--- config.mk ---
export PLATFORM = sky130hd
export DESIGN_NAME = data_sync_bus_capture
export DESIGN_NICKNAME = d
export VERILOG_FILES = /design/src/rtl/data_sync_bus_capture.sv
export SDC_FILE = /design/constraint.sdc
export NUM_CORES = 1
export LEC_CHECK = 0
export ABC_CLOCK_PERIOD_IN_PS = 1900
export BUFFER_PORTS_ARGS = -buffer_cell sky130_fd_sc_hd__buf_2
export CAP_MARGIN = 40
export CORE_AREA = 2 2 53 55
export DETAILED_ROUTE_END_ITERATION = 7
export DIE_AREA = 0 0 55 57
export GPL_TIMING_DRIVEN = 0
export PLACE_DENSITY_LB_ADDON = 0.05
export SLEW_MARGIN = 25
export SYNTH_ARGS = -nofsm -noshare
export SYNTH_HDL_FRONTEND = slang
export SYNTH_SLANG_ARGS = --single-unit
export TNS_END_PERCENT = 10
--- constraint.sdc ---
create_clock -name CLK -period 1.9 [get_ports CLK]
set_input_delay 0.285 -clock CLK [delete_from_list [all_inputs] [get_ports CLK]]
set_output_delay 0.285 -clock CLK [all_outputs]
set_load 0.03 [all_outputs]
--- src/rtl/data_sync_bus_capture.sv ---
// Destination-domain capture stage: samples the source bus on each rising edge of the
// synchronized enable into a small FIFO. Optional overrun flag: DATA_SYNC_CAPTURE_OVF_DETECT_EN.
module data_sync_bus_capture #(
  parameter int BUS_WIDTH = 8,
  parameter int DEPTH     = 2
) (
  input  logic                 CLK,
  input  logic                 RST,
  input  logic                 SYNC_EN,
  input  logic [BUS_WIDTH-1:0] UNSYNC_BUS,
  input  logic                 SYNC_READY,
  output logic [BUS_WIDTH-1:0] SYNC_BUS,
  output logic                 SYNC_VALID,
  output logic                 ENABLE_PULSE,
  output logic                 BUS_OVF
);

  localparam int PTR_W = (DEPTH > 1) ? $clog2(DEPTH) : 1;
  localparam int CNT_W = PTR_W + 1;
  localparam logic [CNT_W-1:0] FULL_CNT = CNT_W'(DEPTH);

  logic [BUS_WIDTH-1:0] mem [DEPTH];
  logic [BUS_WIDTH-1:0] last_q;
  logic [PTR_W-1:0]     wr_ptr;
  logic [PTR_W-1:0]     rd_ptr;
  logic [CNT_W-1:0]     count;
  logic                 en_q;
  logic                 pulse_q;

  logic rise;
  logic pop;
  logic full;
  logic push_ok;

  assign rise    = SYNC_EN & ~en_q;
  assign full    = (count == FULL_CNT);
  assign pop     = SYNC_VALID & SYNC_READY;
  // A full FIFO can still take the new word when the head leaves in the same cycle.
  assign push_ok = rise & (~full | pop);

  always_ff @(posedge CLK or negedge RST) begin
    if (!RST) begin
      en_q    <= 1'b0;
      pulse_q <= 1'b0;
      wr_ptr  <= '0;
      rd_ptr  <= '0;
      count   <= '0;
      last_q  <= '0;
    end else begin
      en_q    <= SYNC_EN;
      pulse_q <= push_ok;
      if (push_ok) wr_ptr <= wr_ptr + PTR_W'(1);
      if (pop) begin
        rd_ptr <= rd_ptr + PTR_W'(1);
        last_q <= mem[rd_ptr];
      end
      case ({push_ok, pop})
        2'b10:   count <= count + CNT_W'(1);
        2'b01:   count <= count - CNT_W'(1);
        default: count <= count;
      endcase
    end
  end

  // Storage is not reset; an empty FIFO never exposes it.
  always_ff @(posedge CLK) begin
    if (push_ok) mem[wr_ptr] <= UNSYNC_BUS;
  end

  assign SYNC_VALID   = (count != '0);
  assign SYNC_BUS     = SYNC_VALID ? mem[rd_ptr] : last_q;
  assign ENABLE_PULSE = pulse_q;

`ifdef DATA_SYNC_CAPTURE_OVF_DETECT_EN
  logic ovf_q;

  always_ff @(posedge CLK or negedge RST) begin
    if (!RST) begin
      ovf_q <= 1'b0;
    end else if (rise && !push_ok) begin
      ovf_q <= 1'b1;
    end
  end

  assign BUS_OVF = ovf_q;
`else
  assign BUS_OVF = 1'b0;
`endif

endmodule

* Yosys cells after proc, flatten, opt, wreduce, memory -nomap -nowiden
Memories as Yosys holds them, arrays and structs flattened.
Cells that the tools add are included.
** Cells by class
- Add/subtract/negate cells :: 4
- Equality and inequality tests :: 3
- Multiplexer cells :: 4
- Bitwise operators :: 6
- Reductions and logical operators :: 2
** Operator list (number)
- 8-bit 2-to-1 mux :: 1
- 2-bit equality test (second input constant) :: 2
- 2-bit case mux with 2 select lines :: 1
- 2-bit nonzero test :: 2
- 1-bit bitwise AND :: 3
- 1-bit adder (second input constant) :: 2
- 2-bit by 1-bit adder with 2-bit output (second input constant) :: 1
- 2-bit by 1-bit equality test with 1-bit output (second input constant) :: 1
- 1-bit 2-to-1 mux :: 2
- 1-bit inverter :: 2
- 2-bit by 1-bit subtractor with 2-bit output (second input constant) :: 1
- 1-bit bitwise OR :: 1
** Word-level totals
- Register bits after elaboration :: 14
- Memory bits (writable) :: 16
- Bits of input ports :: 12
- Output and inout bits :: 11
- Logic and storage cells :: 26
- Memories :: 1
** Memory list
- mem :: words 2, width 8, rd ports 1, clocked after memory_dff 0, write ports 1, line 22 : logic [BUS_WIDTH-1:0] mem [DEPTH];

* Longest topological paths before layout
- Depth in word-level cells :: 6
- Gate-level depth with buffers :: 8
- Depth with buffers taken out :: 7

* Worst setup path after synthesis
OpenSTA, ideal clock, no wires.
- Path type :: register -> output
- From :: register count[0]
- To :: output SYNC_BUS[0]
- Arrival time :: 1.470 ns
- Required time :: 1.615 ns
- Setup slack :: 0.145 ns
- Stages on the path, launching flop included :: 6
- Path buffers :: 3
- Cell sequence :: dfrtp_1 > buf_6 > or2_1 > buf_6 > buf_8 > a21oi_1
** Between the ends
- Longest elaborated chain between the ends :: 2
** Ends and longest elaborated chain
- start, declared :: line 26 : logic [CNT_W-1:0] count;
- start signal, assigned :: line 58 : 2'b10: count <= count + CNT_W'(1);
- start signal, assigned :: line 59 : 2'b01: count <= count - CNT_W'(1);
- start signal, assigned :: line 60 : default: count <= count;
- 2-bit nonzero test :: line 70 : assign SYNC_VALID = (count != '0);
- via SYNC_VALID :: line 13 : output logic SYNC_VALID,
- 8-bit 2-to-1 mux :: line 71 : assign SYNC_BUS = SYNC_VALID ? mem[rd_ptr] : last_q;
- end, declared :: line 12 : output logic [BUS_WIDTH-1:0] SYNC_BUS,
The timed path passes the listed nets, and every way through them passes these cells.

* Worst setup path after layout
- From :: register count[1]
- To :: output SYNC_BUS[6]
** Between the ends
- Longest elaborated chain between the ends :: 2
** Ends and longest elaborated chain (line)
- 2-bit nonzero test :: 70
- 8-bit 2-to-1 mux :: 71
No other way between the ends.

==> impl_metrics.yaml <==
run_status:
  run_status: "complete, no violations"
final_layout:
  seq_area_um2: 832
  fin_nets: 137
  area_overhead_of_the_layout_relative_to_synthesis_pct: 37.5
  layout-drive-gt1-share_pct: 44.8
  multi_input_comb_area_um2: 445
  number_of_diodes: 0
  layout.core_utilization_pct: 64.7
  fillers: 220
  post_layout_nonfiller_instances: 156
yosys:
  synth_simple_gate_area_share_pct: 8.33
  netlist.area_leader.share_pct: 39.0
  synthesis.nets: 105
  synthDistinctLibCells: 22
  ys_seq_area_share_pct: 67.5
  synth-main-ff-cell: "sky130_fd_sc_hd__edfxtp_1"
  synth_most_common_cell: "sky130_fd_sc_hd__edfxtp_1"
  area_fraction_in_compound_gates_after_synthesis_pct: 7.22
  synth-edff-count: 16
  synth-adder-area-share_pct: 1.02
  yosys-mux-area-fraction_pct: 6.50
  synthArstFlopShare_pct: 46.7
  netlist_instances: 92
  synth_top_family_by_area: "simple AND/OR/NAND/NOR gates"
  yosysWarnings: 0
  post-synth-top-area-cell: "sky130_fd_sc_hd__edfxtp_1"
  synth_area_leaders: "sky130_fd_sc_hd__edfxtp_1 39%, sky130_fd_sc_hd__dfrtp_1 28%, sky130_fd_sc_hd__mux2i_1 6.5%"
  synth_area_per_cell_um2: 13.4
  netlist_area_um2: 1230
  synth-seq-cells: 30
  synth.top_cells.by_count: "16 x sky130_fd_sc_hd__edfxtp_1, 14 x sky130_fd_sc_hd__dfrtp_1, 9 x sky130_fd_sc_hd__nor2_1"
  synth_xor_xnor_area_share_pct: 3.56
placement:
  port_buffers: 21
  pre_cts_ws_ns: -0.100
  dp_cells: 144
  place.gp.congestion: 0.653
  dp.final_hpwl_um: 1370
worst_setup_path:
  rr_endpoint: "count[1]"
  cp.required_ns: 1.62
  crit_slowest_cell: "sky130_fd_sc_hd__dfrtp_1"
  timing.rr.start: "count[0]"
  cpPeakStageDelay_ns: 0.42
  critPathCaptureType: "output pin"
  timing_worst_setup_path_type: "reg2out"
  cp.arrival_ns: 1.59
  path_max_fanout: 5
  timing.critical_path.mode_cell: "sky130_fd_sc_hd__buf_6"
  worst_path_dominant_cell_family: "buffers and inverters"
  timing.critical_path.from: "count[1]"
  worst_setup_path_endpoint: "SYNC_BUS[6]"
  worst_case_register_to_register_setup_slack_ns: 0.15
  timing.critical_path.cells: "or2_4 > buf_6 > buf_12 > nor2_4 > a21oi_4 > buf_6"
  critical_path_depth: 6
  start_kind: "flop"
  r2r.worst_path.cells: 6
  critical_path_buf_inv_count: 3
pwr:
  leakage_nw: 0.695
  vdd_ir_drop_max_mv: 1.28
  pwr_density_cell_nw_per_um2: 1910
grt:
  initial_antenna_violation_count: 0
  grt_pass1_vias: 795
  gr-usage-met3_pct: 7.85
  track_usage_pct: 16.2
  wire_length_of_the_first_global_routing_pass_um: 3360
  busiest_layer: "met2"
  grtUsageMet2_pct: 25.0
  grt.met1_usage_pct: 18.1
  grt_max_degree: 15
  global_route.overflow_total: 0
die:
  std_cell_rows: 19
  floorplan.initialDensity_pct: 47.1
  boundaryPins: 23
  die_height_um: 57
  floorplan.die_area_um2: 3140
  die_w_um: 55
  placeableCoreArea_um2: 2620
sta:
  finalSetupViolCount: 0
  post-route-period-util_pct: 98.7
  hold_viol_final: 0
  min_period_ns: 1.88
  fin_skew_ns: 0.00293
  whs_ns: 0.0760
  report.final.slew_viol_count: 0
  rsz0062_at_grt: "yes"
  max_freq_mhz: 533
  post-route-worst-setup-slack_ns: 0.0245
  final.setup.tns_ns: 0
clock_network:
  cts_tree: "built"
  clock_sinks: 30
  h-tree-depth: 2
  worst_skew_pair.late_latency_ns: 0.32
  cts_buffer_depth: 2
  clock_edge_transition_at_the_registers_on_the_reported_setup_and_hold_paths_ns: 0.09
  cts-root-buf: "sky130_fd_sc_hd__clkbuf_4"
  cts_made_buffers: 5
drt:
  drc: 0
  route.antenna.remaining_nets: 0
  initial_drt_markers: 14
  vias_per_cell: 5.06
  routed_wire_per_std_cell_um: 14.8
  routed-via-count: 790
  dr.pass1.iters: 4
  wirelength_um: 2310
min_path:
  min-delay-path-class: "in2reg"
run:
  max_cap_violations: 0
[how the worst min path moves through the flow]
| stage | from | endpoint | slack, ns | cells past startpoint |
|---|---|---|---|---|
| after CTS | SYNC_EN | en_q | 0.06 | 1 |
| after global routing | SYNC_EN | en_q | 0.05 | 1 |
| after floorplan | RST | ENABLE_PULSE | -0.01 | 0 |
| final | SYNC_EN | en_q | 0.08 | 1 |
| after global placement | RST | en_q | 0.20 | 1 |
| after detailed placement | RST | en_q | 0.20 | 1 |
[logic make-up (layout without fill, tap and decap cells)]
group,Yosys count,count (layout)
and+or+nand+nor,22,22
other,1,1
adders and majority gates,1,1
AOI/OAI and AO/OA,17,17
buffers and inverters,8,41
muxes,8,8
DFF,30,30
xor gates and xnor gates,5,5
[power by group]
group          internal [W]  switching (W)  leakage (nW)
combinational      0.000754       0.000888         0.327
clock              0.000405       0.000218        0.0528
sequential         0.000867       0.000100         0.315
[per-stage QoR]
| stage | cell area (µm²) | total power (W) |
|---|---|---|
| final | 1690 | 0.00323 |
| after global routing | 1690 | 0.00340 |
| after CTS | 1510 | 0.00278 |
| after detailed placement | 1380 | 0.00207 |
| after global placement | 1380 | 0.00205 |
| after floorplan | 1230 | 0.00179 |
[layer usage]
layer	routed length, µm	share of wire (%)	up-vias
li1	-	-	380
met1	995	43	388
met2	1170	51	20
met3	126	5.5	2
met4	17	0.74	0
met5	0	0	-
[layout by cell type (no fill, tap or decap), types with 5 or more instances in the layout]
| cell | n |
|---|---|
| sky130_fd_sc_hd__o21ai_0 | 8 |
| sky130_fd_sc_hd__dfrtp_1 | 13 |
| sky130_fd_sc_hd__clkbuf_4 | 6 |
| sky130_fd_sc_hd__nor2_1 | 8 |
| sky130_fd_sc_hd__buf_2 | 14 |
| sky130_fd_sc_hd__edfxtp_1 | 16 |
| sky130_fd_sc_hd__mux2i_2 | 5 |
| sky130_fd_sc_hd__a21oi_4 | 7 |
| sky130_fd_sc_hd__nand2_1 | 8 |
| sky130_fd_sc_hd__buf_6 | 10 |
[state kept, by name, indices dropped and copies added, names as in the netlist]
name,cells
rd_ptr,1
last_q,8
mem,16
wr_ptr,1
en_q,1
count,2
ENABLE_PULSE,1
[repair_timing]
item                                    4_1_cts  5_1_grt
gates cloned                                  0        2
endpoints found under the hold margin        14        0
endpoints found under the setup margin       16        9
resized for setup                             9       34
hold buffers                                  1        0
setup buffers                                 0        2
pin swaps                                     0        2
[layout make-up]
| type | instances | share of cell area [%] |
|---|---|---|
| plain buffers | 5 | 3.40 |
| clock inverters | 3 | 3.77 |
| repair buffers | 26 | 12.4 |
| well taps | 31 | 2.29 |
| clock buffers | 5 | 2.22 |
| flip-flops and latches | 30 | 49.2 |
| inverters | 2 | 0.443 |
| multi-input cells | 54 | 26.3 |
(Power assumes the default switching activity.)
